[src/rtl/i2s_pkg.sv]
// Shared definitions for the I2S ADC receive path.
//   I2S_DATA_W_DEF : default payload bits kept per channel
//   I2S_SYNC_DEF   : default synchronizer depth for the codec pins
//   ST_*           : receiver FSM state encoding (IDLE / LEFT / RIGHT)
package i2s_pkg;

    localparam int I2S_DATA_W_DEF = 16;
    localparam int I2S_SYNC_DEF   = 2;

    typedef logic [1:0] i2s_state_t;

    localparam i2s_state_t ST_IDLE  = 2'd0;
    localparam i2s_state_t ST_LEFT  = 2'd1;
    localparam i2s_state_t ST_RIGHT = 2'd2;

endpackage

[src/rtl/i2s_sync_edge.sv]
// Multi-stage synchronizer with registered rising-edge detect.
//   clk, rst_n : system clock, asynchronous active-low reset
//   sig_i      : asynchronous strobe (codec bit clock)
//   aux_i      : asynchronous companion pins (lrc, dat)
//   rise_o     : one-clk pulse on each synced 0->1 of sig_i
//   aux_o      : aux_i taken through the same stages, aligned with rise_o
module i2s_sync_edge #(
    parameter int unsigned STAGES = 2,
    parameter int unsigned AUX_W  = 2
) (
    input  logic             clk,
    input  logic             rst_n,
    input  logic             sig_i,
    input  logic [AUX_W-1:0] aux_i,
    output logic             rise_o,
    output logic [AUX_W-1:0] aux_o
);

    // Strobe and companions share one vector so every bit sees identical delay.
    logic [AUX_W:0] stage_q [STAGES];
    logic           prev_q;
    logic           rise_q;
    logic [AUX_W-1:0] aux_q;

    always_ff @(posedge clk or negedge rst_n) begin
        if (!rst_n) begin
            for (int unsigned i = 0; i < STAGES; i++) begin
                stage_q[i] <= '0;
            end
            prev_q <= 1'b0;
            rise_q <= 1'b0;
            aux_q  <= '0;
        end else begin
            stage_q[0] <= {aux_i, sig_i};
            for (int unsigned i = 1; i < STAGES; i++) begin
                stage_q[i] <= stage_q[i-1];
            end
            prev_q <= stage_q[STAGES-1][0];
            rise_q <= stage_q[STAGES-1][0] & ~prev_q;
            aux_q  <= stage_q[STAGES-1][AUX_W:1];
        end
    end

    assign rise_o = rise_q;
    assign aux_o  = aux_q;

endmodule

[src/rtl/i2s_adc_rx.sv]
// I2S receiver for the WM8731 ADC path (codec is bus master).
//   clk, rst_n         : system clock (>= 8x bclk), asynchronous active-low reset
//   en                 : receive enable, low forces IDLE
//   i2s_bclk/lrc/dat   : codec pins (asynchronous)
//   sample_l/sample_r  : received word pair, valid while sample_valid
//   sample_valid/ready : pair handshake, held until accepted
//   overrun            : 1-clk pulse, a completed pair was dropped
//   frame_err          : 1-clk pulse, a slot held fewer than DATA_W bits
module i2s_adc_rx
    import i2s_pkg::*;
#(
    parameter int DATA_W      = I2S_DATA_W_DEF,
    parameter int SYNC_STAGES = I2S_SYNC_DEF
) (
    input  logic              clk,
    input  logic              rst_n,
    input  logic              en,
    input  logic              i2s_bclk,
    input  logic              i2s_lrc,
    input  logic              i2s_dat,
    output logic [DATA_W-1:0] sample_l,
    output logic [DATA_W-1:0] sample_r,
    output logic              sample_valid,
    input  logic              sample_ready,
    output logic              overrun,
    output logic              frame_err
);

    localparam int CW = $clog2(DATA_W + 1);

    logic rise_s;
    logic lrc_s;
    logic dat_s;

    i2s_sync_edge #(
        .STAGES (SYNC_STAGES),
        .AUX_W  (2)
    ) u_sync (
        .clk    (clk),
        .rst_n  (rst_n),
        .sig_i  (i2s_bclk),
        .aux_i  ({i2s_dat, i2s_lrc}),
        .rise_o (rise_s),
        .aux_o  ({dat_s, lrc_s})
    );

    i2s_state_t        state_q, state_d;
    logic [DATA_W-1:0] shift_q, shift_d;
    logic [CW-1:0]     cnt_q, cnt_d;
    logic              lrc_prev_q, lrc_prev_d;
    logic [DATA_W-1:0] word_l_q, word_l_d;
    logic [DATA_W-1:0] word_r_q, word_r_d;
    logic              pair_done_q, pair_done_d;
    logic              ferr_q, ferr_d;
    logic [DATA_W-1:0] hold_l_q, hold_l_d;
    logic [DATA_W-1:0] hold_r_q, hold_r_d;
    logic              valid_q, valid_d;
    logic              ovr_q, ovr_d;

    logic [DATA_W-1:0] shift_in;
    logic [CW-1:0]     cnt_in;
    logic [DATA_W-1:0] justified;
    logic              boundary;
    logic              accept;

    // Receive FSM, shift register and bit counter.
    always_comb begin
        state_d     = state_q;
        shift_d     = shift_q;
        cnt_d       = cnt_q;
        lrc_prev_d  = lrc_prev_q;
        word_l_d    = word_l_q;
        word_r_d    = word_r_q;
        pair_done_d = 1'b0;
        ferr_d      = 1'b0;

        // Word as it would stand with the current edge's bit included.
        shift_in = shift_q;
        cnt_in   = cnt_q;
        if (cnt_q < CW'(DATA_W)) begin
            shift_in = {shift_q[DATA_W-2:0], dat_s};
            cnt_in   = cnt_q + CW'(1);
        end
        // Bits fill from the LSB; shift up so short slots are left-justified.
        justified = shift_in << (CW'(DATA_W) - cnt_in);

        boundary = rise_s && (lrc_s != lrc_prev_q);
        if (rise_s) begin
            lrc_prev_d = lrc_s;
        end

        if (!en) begin
            state_d = ST_IDLE;
            shift_d = '0;
            cnt_d   = '0;
        end else if (rise_s) begin
            case (state_q)
                ST_IDLE: begin
                    if (boundary && !lrc_s) begin
                        state_d = ST_LEFT;
                        shift_d = '0;
                        cnt_d   = '0;
                    end
                end
                ST_LEFT, ST_RIGHT: begin
                    if (boundary) begin
                        shift_d = '0;
                        cnt_d   = '0;
                        ferr_d  = (cnt_in < CW'(DATA_W));
                        if (state_q == ST_LEFT) begin
                            word_l_d = justified;
                            state_d  = ST_RIGHT;
                        end else begin
                            word_r_d    = justified;
                            pair_done_d = 1'b1;
                            state_d     = ST_LEFT;
                        end
                    end else begin
                        shift_d = shift_in;
                        cnt_d   = cnt_in;
                    end
                end
                default: state_d = ST_IDLE;
            endcase
        end
    end

    // Output holding registers and valid/ready handshake.
    always_comb begin
        accept   = valid_q && sample_ready;
        valid_d  = valid_q;
        hold_l_d = hold_l_q;
        hold_r_d = hold_r_q;
        ovr_d    = 1'b0;
        if (accept) begin
            valid_d = 1'b0;
        end
        if (pair_done_q) begin
            if (!valid_q || accept) begin
                hold_l_d = word_l_q;
                hold_r_d = word_r_q;
                valid_d  = 1'b1;
            end else begin
                ovr_d = 1'b1;
            end
        end
    end

    always_ff @(posedge clk or negedge rst_n) begin
        if (!rst_n) begin
            state_q     <= ST_IDLE;
            shift_q     <= '0;
            cnt_q       <= '0;
            lrc_prev_q  <= 1'b0;
            word_l_q    <= '0;
            word_r_q    <= '0;
            pair_done_q <= 1'b0;
            ferr_q      <= 1'b0;
            hold_l_q    <= '0;
            hold_r_q    <= '0;
            valid_q     <= 1'b0;
            ovr_q       <= 1'b0;
        end else begin
            state_q     <= state_d;
            shift_q     <= shift_d;
            cnt_q       <= cnt_d;
            lrc_prev_q  <= lrc_prev_d;
            word_l_q    <= word_l_d;
            word_r_q    <= word_r_d;
            pair_done_q <= pair_done_d;
            ferr_q      <= ferr_d;
            hold_l_q    <= hold_l_d;
            hold_r_q    <= hold_r_d;
            valid_q     <= valid_d;
            ovr_q       <= ovr_d;
        end
    end

    assign sample_l     = hold_l_q;
    assign sample_r     = hold_r_q;
    assign sample_valid = valid_q;
    assign overrun      = ovr_q;
    assign frame_err    = ferr_q;

endmodule
[config.mk]
export PLATFORM = sky130hd
export DESIGN_NAME = i2s_adc_rx
export DESIGN_NICKNAME = d
export VERILOG_FILES = /design/src/rtl/i2s_pkg.sv /design/src/rtl/i2s_sync_edge.sv /design/src/rtl/i2s_adc_rx.sv
export SDC_FILE = /design/constraint.sdc
export NUM_CORES = 1
export LEC_CHECK = 0
export ABC_CLOCK_PERIOD_IN_PS = 2950
export CORE_MARGIN = 10
export CORE_UTILIZATION = 54
export CTS_BUF_LIST = sky130_fd_sc_hd__clkbuf_8
export DETAILED_ROUTE_END_ITERATION = 12
export PLACE_DENSITY = 0.82
export SYNTH_ARGS = -nofsm -noshare
export SYNTH_HDL_FRONTEND = slang
export SYNTH_HIERARCHICAL = 1
export SYNTH_SLANG_ARGS = --single-unit
[constraint.sdc]
create_clock -name clk -period 2.95 [get_ports clk]
set_clock_uncertainty 0.2 [all_clocks]
set_input_delay 0.59 -clock clk [delete_from_list [all_inputs] [get_ports clk]]
set_output_delay 0.59 -clock clk [all_outputs]
set_load 0.05 [all_outputs]
# Yosys cells after proc, flatten, opt, wreduce, memory -nomap -nowiden

Cells that the tools add are included.

Logic and storage cells: 77
Input bits: 7
Output and inout port bits: 35
Flip-flop bits (word level): 102

Bitwise logic cells: 3
Add/subtract/negate cells: 2
$lt $le $gt $ge: 2
Reductions and logical operators: 13
Equal/unequal tests: 7
Multiplexer cells: 32
Shift operators: 1

Operator list:

| operator                                                                | count |
|---|---|
| 16-bit 2-to-1 mux                                                       | 5 |
| 16-bit case mux with 2 select lines                                     | 1 |
| 5-bit 2-to-1 mux                                                        | 5 |
| 16-bit by 5-bit << shifter with 16-bit output                           | 1 |
| 1-bit 2-to-1 mux                                                        | 14 |
| 5-bit less-than comparator, second input constant                       | 2 |
| 2-bit 2-to-1 mux                                                        | 5 |
| 5-bit case mux with 2 select lines                                      | 1 |
| 5-bit AND reduction                                                     | 2 |
| 3-bit inequality test, second input constant                            | 2 |
| 3-bit AND reduction                                                     | 2 |
| 5-bit by 1-bit adder with 5-bit output, second input constant           | 1 |
| 5-bit subtractor, first input constant                                  | 1 |
| 2-bit case mux with 2 select lines                                      | 1 |
| 1-bit logical AND                                                       | 3 |
| 3-bit by 1-bit inequality test with 1-bit output, second input constant | 1 |
| 2-bit by 1-bit equality test with 1-bit output, second input constant   | 1 |
| 2-bit equality test, second input constant                              | 1 |
| 1-bit zero test                                                         | 2 |
| 2-bit zero test                                                         | 1 |
| 2-bit by 1-bit inequality test with 1-bit output, second input constant | 1 |
| 1-bit NOT                                                               | 2 |
| 2-bit AND reduction                                                     | 1 |
| 2-bit OR reduction                                                      | 1 |
| other kinds (3)                                                         | 3 |

# Longest topological paths before layout

Depth in word-level cells: 7
Depth in mapped cells: 12
Depth with buffers taken out: 9

# Modules after synthesis

Netlist, hierarchy kept.

By module, submodules not included:

| module        | cells an instance | area each (µm²) | sequential area each (µm²) | instances |
|---|---|---|---|---|
| i2s_adc_rx    | 373               | 4575.6          | 2302.2                     | 1 |
| i2s_sync_edge | 11                | 264.0           | 250.2                      | 1 |

# Least setup slack after synthesis

OpenSTA, ideal clock, no wires.

Path kind: flip-flop to flip-flop
Start point: register cnt_q[0]
End point: register word_l_q[13]
Stages on the path, launching flop included: 12
Setup time: 0.134 ns
Arrival time: 2.700 ns
Slack: -0.085 ns
Required time: 2.616 ns
Buffers on the path: 4
Period minus slack after synthesis: 3.035 ns
Cell sequence: dfrtp_1 > buf_2 > buf_2 > buf_2 > xor2_1 > ha_1 > xnor2_2 > xor2_1 > buf_2 > mux4_2 > mux2i_1 > o31ai_1

Longest elaborated chain between the ends: 4
Elaborated cells on any way between the ends: 6
Those cells by class: add/sub: 2; order compare: 1; shift: 1; mux: 2

RTL lines:

| what                                                                                 | RTL line                           | RTL |
|---|---|---|
| start, declared                                                                      | i2s_adc_rx.sv:49                   | `logic [CW-1:0] cnt_q, cnt_d;` |
| start signal, assigned                                                               | i2s_adc_rx.sv:166                  | `cnt_q <= cnt_d;` |
| 5-bit by 1-bit adder with 5-bit output or 5-bit less-than comparator (tied branches) | i2s_adc_rx.sv:82, i2s_adc_rx.sv:80 |  |
| 5-bit 2-to-1 mux                                                                     | i2s_adc_rx.sv:80                   | `if (cnt_q < CW'(DATA_W)) begin` |
| 5-bit subtractor                                                                     | i2s_adc_rx.sv:85                   | `justified = shift_in << (CW'(DATA_W) - cnt_in);` |
| 16-bit by 5-bit << shifter with 16-bit output *                                      | i2s_adc_rx.sv:85                   |  |
| end signal, assigned                                                                 | i2s_adc_rx.sv:168                  | `word_l_q <= word_l_d;` |
| end, declared                                                                        | i2s_adc_rx.sv:51                   | `logic [DATA_W-1:0] word_l_q, word_l_d;` |

Mark *: on every way between the ends. The rest lies on a longest branch, timed or not.
A chain may end at the register's enable or synchronous reset.

# Worst setup path after layout

Start point: register cnt_q[0]
End point: register word_l_q[7]

Same word-level chain as after synthesis.

==> impl_metrics.ini <==
[status]
outcome = completed

[min_path]
hp-class = flop to flop

[place]
place.port_buffers = 41
dp_hpwl_um = 6895
place_area_sq_um = 5420
place.gp.congestion = 0.8370

[logic_synthesis]
synth_common_cells = dfrtp_1 (102), mux2_2 (58), nand2_1 (27)
ys_seq_elements = 102
ys_async_sr_fraction_pct = 100.0
synth-edff-count = 0
seq_area_frac_synth_pct = 52.74
yosys_warnings = 6
syn_area_per_cell_sq_um = 12.60
synth_most_common_cell = dfrtp_1
syn_inst = 384
synth_ff_type = dfrtp_1
post-synth-top-area-cell = dfrtp_1
synthesis.nets = 397
synth_area_leaders = dfrtp_1 (53%), mux2_2 (13%), mux2i_1 (5.0%)
syn_area_sq_um = 4840
synth_top_area_share_pct = 52.74
ys_types = 50

[cts]
clock_tree.root_cell = clkbuf_8
h-tree-depth = 3
cts_made_buffers = 9
worstSkewPairLatency_ps = 380
cts_sinks = 102
clkTransAtPathRegs_ps = 100
clock_path_buffers = 2
cts_tree = built

[drt]
ant_nets = 0
route.detailed.drc = 0
drt_iter0_markers = 191
wl_met2_um = 4729
wl_met1_um = 4307
first_pass_iters = 4
viasPerCell = 5.823
totalWireLength_um = 9673
num_vias = 3191
maxUsedRoutingLayer = met4
wl_per_cell_um = 17.65
wl_met3_um = 482

[floorplan]
initial_core_util_pct = 55.49
die_y_um = 114.7
core_area_sq_um = 8721
ios = 42
core.rowCount = 34
die_w_um = 114.7
dieArea_sq_um = 13150

[timing]
worst_slew_pin_slew_ps = 1021
setup_violations = 0
max_slew_margin_pct = 31.70
finalCriticalPeriod_ps = 2866
fmax_mhz = 348.9
hold_viol = 0
fin_crit_sh_pct = 97.15
final_max_slew_viol_count = 0

[pwr]
finalPower_w = 0.003008
power.density_nw_per_um2 = 525.9
ir_drop_v = 0.0002618
p_leak_nw = 2.642

[global_route]
antenna_found_initial = 0
track_usage_pct = 14.78
grt-ovfl-total = 0
grt_max_degree = 70
grt_pass1_vias = 3202
grt_pass1_wl_um = 15910

[setup_path]
arrival_ps = 2930
crit_slowest_cell = mux4_2
critPathLaunchType = flop
cp_num_buf_inv = 1
worst-setup-path-type = flop to flop
crit_path_frequent_cell = ha_4
cpLargestDelayFamily = multiplexers
required_ps = 3010
critPathMaxStageDelay_ps = 510
path_cells = ha_4 -> mux2i_2 -> ha_4 -> xnor2_4 -> xor2_2 -> buf_6 -> mux4_2 -> nor2b_4 -> mux2_2
crit_path_max_fanout = 6
endpoint_kind = flop

[cells_and_area]
utilization_pct = 65.58
diodes = 0
syn_to_final_growth_pct = 18.17
fin_nets = 448
finalInstanceArea_sq_um = 5719
drive_above_1_share_pct = 27.95

[job]
maxCapViolations = 0
-- metrics by stage --
stage / hold slack [ps] / setup slack [ps] / instances / setup TNS, ps
after detailed placement: 138.0 / 56.41 / 528 / 0
after CTS: 162.0 / 24.25 / 545 / 0
final: 159.8 / 84.19 / 548 / 0
after global placement: 135.7 / 108.9 / 528 / 0
after global routing: 166.5 / -23.10 / 548 / -34.03
after floorplan: 94.41 / 13.91 / 384 / 0
-- power breakdown --
group	switching (W)	leakage, nW	internal, W
registers	0.0000447	1.40	0.00146
clock network	0.000524	0.0907	0.000325
logic	0.000368	1.16	0.000286
total	0.000936	2.64	0.00207
-- registers in the layout (all words and copies together) (netlist names), 2 cells and up --
| name | flops |
|---|---|
| word_r_q | 16 |
| u_sync/stage_q | 6 |
| sample_l | 16 |
| state_q | 2 |
| cnt_q | 5 |
| word_l_q | 16 |
| shift_q | 16 |
| sample_r | 16 |
| u_sync/aux_o | 2 |
-- metal layers --
metal  GRT usage [%]  vias up
met5               0        -
met1           18.93     1608
met4           5.931        0
met2           23.74       77
met3           3.197       16
li1                -     1490
-- worst reg2reg max path, stage by stage (launching register included) --
cell     delay, ps
dfrtp_1        440
ha_4           260
mux2i_2        230
ha_4           210
xnor2_4        140
xor2_2         200
buf_6          160
mux4_2         510
nor2b_4        150
mux2_2         260
-- worst paths after layout --
check	start	end	slack, ps	cells after the start
max in group asynchronous	rst_n	shift_q[4]$_DFFE_PN0P_	1330	3
worst min register to register	u_sync/stage_q[4]$_DFF_PN0_	u_sync/stage_q[1]$_DFF_PN0_	160	0
worst min-delay path	u_sync/stage_q[4]$_DFF_PN0_	u_sync/stage_q[1]$_DFF_PN0_	160	0
worst max-delay path	cnt_q[0]$_DFFE_PN0P_	word_l_q[7]$_DFFE_PN0P_	80	9
worst max register to register	cnt_q[0]$_DFFE_PN0P_	word_l_q[7]$_DFFE_PN0P_	80	9
min in group asynchronous	rst_n	sample_l[14]$_DFFE_PN0P_	490	2
-- placed cells by master (no fill, tap or decap), types with 6 or more instances in the layout --
cell	instances
nand2b_1	6
buf_4	20
nand3_1	8
clkdlybuf4s50_1	40
mux2_2	58
dfrtp_1	102
o31ai_1	11
nor2_1	11
a22o_1	23
inv_1	8
nand2_1	27
clkbuf_8	9
o21ai_0	13
mux2i_1	23
-- cell families after synthesis --
group                      after synthesis  share of synthesized area (%)
DFF                                    102                          52.74
muxes                                   93                          22.41
and+or+nand+nor                         77                          8.454
AOI/OAI and AO/OA                       63                          9.256
buffers and inverters                   34                          3.335
xor gates and xnor gates                 9                          2.250
adders and majority gates                6                          1.551
-- cell type report --
type	count	area, sq um
fill	611	3002
multi-input combinational	248	2193
tap	108	135.1
sequential	102	2552
clock buffer	9	123.9
inverter	9	33.78
timing repair buffer	65	611.8
clock inverter	7	68.82
-- repair_timing --
| item | 4_1_cts | 5_1_grt |
|---|---|---|
| buffers inserted | 0 | 2 |
| gates resized for setup | 0 | 11 |
| hold buffers | 1 | 0 |
| endpoints found under the hold margin | 33 | 0 |
| endpoints found under the setup margin | 0 | 16 |
(Power assumes the default switching activity.)
